===== src/rtl/parking_pkg.sv =====
// Shared types and constants for the car-park occupancy counter.
package parking_pkg;

   // Passage-tracking states: EN* walk an inward car, EX* an outward one.
   typedef enum logic [2:0] {
      IDLE,
      EN1,
      EN2,
      EN3,
      EX1,
      EX2,
      EX3,
      ERR
   } state_t;

   // Synchronized sensor codes, packed as {outer, inner}; 1 = beam blocked.
   localparam logic [1:0] CLEAR = 2'b00;
   localparam logic [1:0] OUTER = 2'b10;
   localparam logic [1:0] BOTH  = 2'b11;
   localparam logic [1:0] INNER = 2'b01;

endpackage


===== src/rtl/sync_ff.sv =====
// Multi-stage single-bit synchronizer with asynchronous active-low clear.
module sync_ff #(
   parameter int STAGES = 2
) (
   input  logic clk,
   input  logic rst_n,
   input  logic d,
   output logic q
);

   logic [STAGES-1:0] chain;

   // Shift the raw input through the flop chain; the last stage is safe to use.
   // NOTE: sequential state uses non-blocking assignments so every flop samples
   // the pre-edge value of its neighbour, giving a real shift register.
   always_ff @(posedge clk or negedge rst_n) begin
      if (!rst_n) begin
         chain <= '0;
      end else begin
         chain <= {chain[STAGES-2:0], d};
      end
   end

   assign q = chain[STAGES-1];

endmodule


===== src/rtl/parking.sv =====
// Car-park occupancy counter: tracks beam sequences on one lane and keeps a
// saturating count of cars inside.
module parking
   import parking_pkg::*;
#(
   parameter int MAX_COUNT   = 255,
   parameter int SYNC_STAGES = 2
) (
   input  logic       clk,
   input  logic       reset,
   input  logic       a,
   input  logic       b,
   output logic [7:0] count,
   output logic       full,
   output logic       empty
);

   localparam logic [7:0] COUNT_MAX = 8'(MAX_COUNT);

   logic       as;
   logic       bs;
   logic [1:0] code;
   state_t     state;
   state_t     next;
   logic       inc;
   logic       dec;

   sync_ff #(.STAGES(SYNC_STAGES)) u_sync_a (
      .clk   (clk),
      .rst_n (reset),
      .d     (a),
      .q     (as)
   );

   sync_ff #(.STAGES(SYNC_STAGES)) u_sync_b (
      .clk   (clk),
      .rst_n (reset),
      .d     (b),
      .q     (bs)
   );

   assign code = {as, bs};

   // State register.
   always_ff @(posedge clk or negedge reset) begin
      if (!reset) begin
         state <= IDLE;
      end else begin
         state <= next;
      end
   end

   // Next-state decode; a completed passage pulses inc or dec for one cycle.
   // NOTE: every output gets a default before the case so no path leaves a
   // signal unassigned, which would otherwise infer a latch.
   always_comb begin
      next = state;
      inc  = 1'b0;
      dec  = 1'b0;
      unique case (state)
         IDLE: begin
            unique case (code)
               OUTER:   next = EN1;
               INNER:   next = EX1;
               BOTH:    next = ERR;
               default: next = IDLE;
            endcase
         end
         EN1: begin
            unique case (code)
               BOTH:    next = EN2;
               CLEAR:   next = IDLE;
               INNER:   next = ERR;
               default: next = EN1;
            endcase
         end
         EN2: begin
            unique case (code)
               INNER:   next = EN3;
               OUTER:   next = EN1;
               CLEAR:   next = ERR;
               default: next = EN2;
            endcase
         end
         EN3: begin
            unique case (code)
               CLEAR: begin
                  next = IDLE;
                  inc  = 1'b1;
               end
               BOTH:    next = EN2;
               OUTER:   next = ERR;
               default: next = EN3;
            endcase
         end
         EX1: begin
            unique case (code)
               BOTH:    next = EX2;
               CLEAR:   next = IDLE;
               OUTER:   next = ERR;
               default: next = EX1;
            endcase
         end
         EX2: begin
            unique case (code)
               OUTER:   next = EX3;
               INNER:   next = EX1;
               CLEAR:   next = ERR;
               default: next = EX2;
            endcase
         end
         EX3: begin
            unique case (code)
               CLEAR: begin
                  next = IDLE;
                  dec  = 1'b1;
               end
               BOTH:    next = EX2;
               INNER:   next = ERR;
               default: next = EX3;
            endcase
         end
         ERR: begin
            if (code == CLEAR) begin
               next = IDLE;
            end
         end
         default: next = IDLE;
      endcase
   end

   // Occupancy register, saturating at both ends.
   always_ff @(posedge clk or negedge reset) begin
      if (!reset) begin
         count <= '0;
      end else if (inc && (count != COUNT_MAX)) begin
         count <= count + 8'd1;
      end else if (dec && (count != 8'd0)) begin
         count <= count - 8'd1;
      end
   end

   assign full  = (count == COUNT_MAX);
   assign empty = (count == 8'd0);

endmodule


===== config.mk =====
export PLATFORM = sky130hd
export DESIGN_NAME = parking
export DESIGN_NICKNAME = d
export VERILOG_FILES = /design/src/rtl/parking_pkg.sv /design/src/rtl/sync_ff.sv /design/src/rtl/parking.sv
export SDC_FILE = /design/constraint.sdc
export NUM_CORES = 1
export LEC_CHECK = 0
export CELL_PAD_IN_SITES_DETAIL_PLACEMENT = 1
export CELL_PAD_IN_SITES_GLOBAL_PLACEMENT = 1
export CORE_ASPECT_RATIO = 1.1
export CORE_UTILIZATION = 45
export CTS_CLUSTER_DIAMETER = 200
export CTS_CLUSTER_SIZE = 14
export DETAILED_ROUTE_END_ITERATION = 12
export GPL_TIMING_DRIVEN = 0
export PLACE_DENSITY_LB_ADDON = 0.3
export SYNTH_ARGS = -nofsm -noshare
export SYNTH_HDL_FRONTEND = slang
export SYNTH_HIERARCHICAL = 1
export SYNTH_SLANG_ARGS = --single-unit

===== constraint.sdc =====
create_clock -name clk -period 5.6 [get_ports clk]
set_clock_uncertainty 0.2 [all_clocks]
set_input_delay 1.12 -clock clk [delete_from_list [all_inputs] [get_ports clk]]
set_output_delay 1.12 -clock clk [all_outputs]
set_load 0.1 [all_outputs]

==> flow_metrics.tcl, run 1 <==
set metrics [dict create \
    status "finished, final reports clean" \
    tns_ns 0 \
    initial_core_util_pct 49.0 \
    yosysMostFrequentCell "dfrtp_1" \
    vias_per_cell 6.03 \
    synth.yosys.seq_area_share_pct 29.8 \
    fin_crit_sh_pct 71.0 \
    cts_tree "done" \
    arrival_ns 2.66 \
    drt-total-wl_mm 2.96 \
    slew_viol_final 0 \
    finalNetCount 165 \
    fin_crit_ns 3.98 \
    whs_path_depth 0 \
    ant_nets 0 \
    synth-edff-count 0 \
    postSynthCellCount 128 \
    rr_worst_depth 10 \
    drtIter0Drc 18 \
    worstSetupStartpoint "count[0]$_DFFE_PN0P_" \
    clk_latency_ns 0.28 \
    yosysUniqueCellTypes 42 \
    post-route-drc-count 0 \
    finalSetupViolations 0 \
    finalHoldViolCount 0 \
    clock_sinks 15 \
    end_kind "output pin" \
    rr_startpoint "u_sync_a/chain[1]$_DFF_PN0_" \
    crit_type "reg2out" \
    rows 19 \
    drive_above_1_share_pct 13.1 \
    syn-num-nets 147 \
    worst_pin_slew_ns 0.991 \
    holdBufCountCts 0 \
    avgSynthCellArea_um2 9.83 \
    cts_root_buf "clkbuf_4" \
    grt_setup_unrepaired "no" \
    ff2ff_setup_slack_ns 2.35 \
    min_path_type "reg2reg" \
    die_w_um 52.4 \
    grt_pass1_wl_mm 5.07 \
    die_area_um2 3010 \
    worst_ep_required_time_ns 4.28 \
    path_clk_slew_ns 0.09 \
    layout-area-overhead-vs-synth_pct 15.5 \
    io_buffers 13 \
    synth.top_cells.by_area "dfrtp_1 30%, ha_1 14%, mux2_4 7.2%, nor2_1 4.2%, mux4_2 3.6%" \
    clock_path_buffers 2 \
    relSlewSlack_pct 33.7 \
    worstPathMaxFanout 7 \
    max_cap_violations 0 \
    grtUsageTotal_pct 22.3 \
    cts_max_level 1 \
    cts_buffers 3 \
    gp_congestion 0.723 \
    n_fill_cell 294 \
    synth_top_cell_area_share_pct 29.8 \
    syn-cell-area_um2 1260 \
    io_pins 14 \
    multiInputGateArea_um2 835 \
    wl_per_cell_um 16.8 \
    synth_commonest_cells "15 x dfrtp_1, 14 x ha_1, 14 x nor2_1" \
    vias 1061 \
    hpwl_mm 2.37 \
    fmax_mhz 251 \
    ys.warnings.count 6 \
    hold_start "u_sync_a/chain[0]$_DFF_PN0_" \
    antenna_found_initial 0 \
    diodes 0 \
    grt_pass1_vias 1163 \
    synth_seq_cells 15 \
    fp.dieH_um 57.5 \
    regArea_um2 375 \
    grt-ovfl-total 0 \
    ctsResizeCount 0 \
    start_kind "flip-flop" \
    async_reset_ff_share_pct 100 \
    post_cts_buffers 0 \
    synthFlopType "dfrtp_1" \
    core_area_um2 2570 \
    hold_path_end "u_sync_a/chain[1]$_DFF_PN0_" \
    firstDrtPassIters 4 \
    r2r-end "count[6]$_DFFE_PN0P_" \
    synth_top_area_cell "dfrtp_1" \
    grt_max_degree 16 \
]
==> metrics by stage <==
| stage | util [%] | area (µm²) | hold WS, ns | setup WS (ns) | cells |
|---|---|---|---|---|---|
| finish | 56.6 | 1450 | 0.162 | 1.62 | 176 |
| global route | 56.6 | 1450 | 0.172 | 1.57 | 176 |
| CTS | 56.6 | 1450 | 0.166 | 1.62 | 176 |
| detailed placement | 55.6 | 1430 | 0.146 | 1.94 | 172 |
| global placement | 55.6 | 1430 | 0.133 | 1.95 | 172 |
| floorplan | - | 1260 | 0.131 | 1.60 | 128 |
==> sequential cells by signal (all words and copies together) (netlist names) <==
signal,flops
u_sync_b/chain,2
state,3
u_sync_a/chain,2
count,8
==> worst max path at each step <==
stage                     endpoint
after global placement       empty
after global routing         empty
after detailed placement     empty
after floorplan               full
final                        empty
after CTS                    empty
==> per-layer routing <==
| layer | GRT usage, % | wire (µm) |
|---|---|---|
| met1 | 25.0 | 1210 |
| met4 | 7.89 | 26 |
| met2 | 43.0 | 1720 |
| met5 | 0 | 0 |
| met3 | 0.800 | 9 |
==> cell usage in the layout, fill, tap and decap left out, drive strengths merged, types with 3 or more instances in the layout <==
cell,instances
a211oi,3
a21o,3
a21oi,6
clkbuf,8
clkdlybuf4s50,13
dfrtp,15
ha,14
inv,6
mux2,7
nand2,7
nand3,3
nor2,15
o211ai,3
o21ai,7
xnor2,3
==> final cells by class <==
cell class,count,share of cell area (%)
Timing Repair Buffer,13,8.95
Buffer,5,1.81
Sequential cell,15,25.8
Multi-Input combinational cell,102,57.4
Tap cell,31,2.67
Inverter,6,1.55
Clock buffer,4,1.81
==> logic make-up (layout without fill, tap and decap cells) <==
logic type / after synthesis / in the layout / synth area share [%]
adder cells (fa/ha/maj): 15 / 15 / 15.5
flip-flops: 15 / 15 / 29.8
XOR/XNOR: 4 / 4 / 2.78
AND/OR/NAND/NOR: 42 / 42 / 17.9
buffers and inverters: 11 / 28 / 3.88
AO/OA/AOI/OAI: 32 / 32 / 18.5
multiplexers: 9 / 9 / 11.6
==> critical path, stage by stage, from the launching register on <==
cell	delay [ns]
dfrtp_1	0.48
or4_1	0.61
nor2_2	0.14
clkdlybuf4s50_1	1.15
Power of run 1 is left out: the tool's default activity adds up to more than one toggle a clock period on the data nets, which glitch-free logic cannot reach.
==> run 2, diff against run 1 <==
--- a/config.mk
+++ b/config.mk
@@ -8,7 +8,7 @@
 export CELL_PAD_IN_SITES_DETAIL_PLACEMENT = 1
 export CELL_PAD_IN_SITES_GLOBAL_PLACEMENT = 1
 export CORE_ASPECT_RATIO = 1.1
-export CORE_UTILIZATION = 45
+export CORE_UTILIZATION = 43
 export CTS_CLUSTER_DIAMETER = 200
 export CTS_CLUSTER_SIZE = 14
 export DETAILED_ROUTE_END_ITERATION = 12
==> constraint.sdc (replaced) <==
create_clock -name clk -period 3.7 [get_ports clk]
set_clock_uncertainty 0.2 [all_clocks]
set_input_delay 0.74 -clock clk [delete_from_list [all_inputs] [get_ports clk]]
set_output_delay 0.74 -clock clk [all_outputs]
set_load 0.1 [all_outputs]
==> flow_metrics.tcl, run 2 (synthesized netlist as in run 1, its figures left out) <==
set metrics [dict create \
    top_register "count" \
    vias 1025 \
    grt_max_degree 16 \
    wl_per_cell_um 16.3 \
    cts_tree "done" \
    hpwl_mm 2.28 \
    drtIter0Drc 5 \
    grt_setup_unrepaired "no" \
    post-route-drc-count 0 \
    worstSetupStartpoint "count[0]$_DFFE_PN0P_" \
    rows 20 \
    fin_crit_sh_pct 88.1 \
    layout_commonest_cell "dfrtp_1" \
    slowest_delay_ns 1.14 \
    fin_util_pct 52.6 \
    start_kind "flip-flop" \
    max_cap_violations 0 \
    vias_per_cell 5.76 \
    worst_pin_slew_ns 0.985 \
    ctsResizeCount 0 \
    place_inst 174 \
    cp_cell_sequence "nand4_1 > nor2_1 > clkdlybuf4s50_1" \
    hold_ws_ns 0.161 \
    drt-total-wl_mm 2.90 \
    crit_type "reg2out" \
    path_clk_slew_ns 0.10 \
    cts_root_buf "clkbuf_4" \
    grt_pass1_vias 1007 \
    clock_path_buffers 2 \
    stdcell_count 178 \
    firstDrtPassIters 4 \
    largest_reg_flops 8 \
    final_cell_mix "15 x dfrtp_1, 14 x nor2_1, 14 x ha_1, 12 x clkdlybuf4s50_1, 7 x nand2_1" \
    holdBufCountCts 0 \
    gp_congestion 0.752 \
    worst_ep_required_time_ns 2.76 \
    slew_viol_final 0 \
    worstPathMaxFanout 7 \
    diodes 0 \
    min_path_type "reg2reg" \
    clk_latency_ns 0.29 \
    antenna_found_initial 0 \
    rr_startpoint "u_sync_a/chain[1]$_DFF_PN0_" \
    post_cts_buffers 0 \
    core_area_um2 2780 \
    die_w_um 53.6 \
    cts_max_level 1 \
    tns_ns 0 \
    n_fill_cell 320 \
    drive_above_1_share_pct 13.8 \
    arrival_ns 2.32 \
    hold_start "u_sync_a/chain[0]$_DFF_PN0_" \
    clock_sinks 15 \
    grtUsageTotal_pct 20.8 \
    ant_nets 0 \
    finalSetupViolations 0 \
    io_pins 14 \
    status "finished, final reports clean" \
    layout-area-overhead-vs-synth_pct 16.0 \
    end_kind "output pin" \
    cts_buffers 3 \
    finalHoldViolCount 0 \
    relSlewSlack_pct 34.2 \
    cpMaxStageDelayCell "clkdlybuf4s50_1" \
    die_area_um2 3150 \
    initial_core_util_pct 45.3 \
    finalNetCount 165 \
    fp.dieH_um 58.7 \
    fin_crit_ns 3.26 \
    reg_top3 "count: 8 flops, state: 3 flops" \
    io_buffers 13 \
    grt_pass1_wl_mm 4.75 \
    grt-ovfl-total 0 \
    fmax_mhz 307 \
]
-- run 2: final timing paths --
kind	end	slack (ns)	depth (start not counted)
worst max-delay path	full	0.44	3
worst max register to register	count[6]$_DFFE_PN0P_	0.45	10
max in group asynchronous	state[0]$_DFFE_PN0P_	2.22	1
min in group asynchronous	count[4]$_DFFE_PN0P_	0.65	1
worst min-delay path	u_sync_a/chain[1]$_DFF_PN0_	0.16	0
worst min register to register	u_sync_a/chain[1]$_DFF_PN0_	0.16	0
-- run 2: routing by layer --
metal  track usage, %  part of all wire [%]  vias up
met5                0                     0        -
met4             6.77                   1.4        0
met3             1.55                  0.72        4
met2             39.3                    56        7
met1             23.8                    42      509
li1                 -                     -      505
-- run 2: layout make-up --
type	count	area [µm²]	area share [%]
multi-input cells	102	835	57.2
inverters	6	22.5	1.54
plain buffers	5	26.3	1.80
clock inverters	1	5.00	0.343
well taps	33	41.3	2.83
flip-flops and latches	15	375	25.7
repair buffers	13	133	9.08
clock buffers	3	22.5	1.54
-- run 2: through the flow --
stage / area [µm²] / setup slack, ns
final: 1460 / 0.440
after global routing: 1460 / 0.216
after CTS: 1460 / 0.0256
after detailed placement: 1430 / 0.385
after global placement: 1430 / 0.425
after floorplan: 1260 / 0.0835
-- run 2: critical path, delay by kind of cell (launching register included) --
kind	cells	cell delay, ns
buffers and inverters	1	1.14
flip-flops	1	0.50
AND/OR/NAND/NOR	2	0.38
Power of run 2 is left out for the same reason.
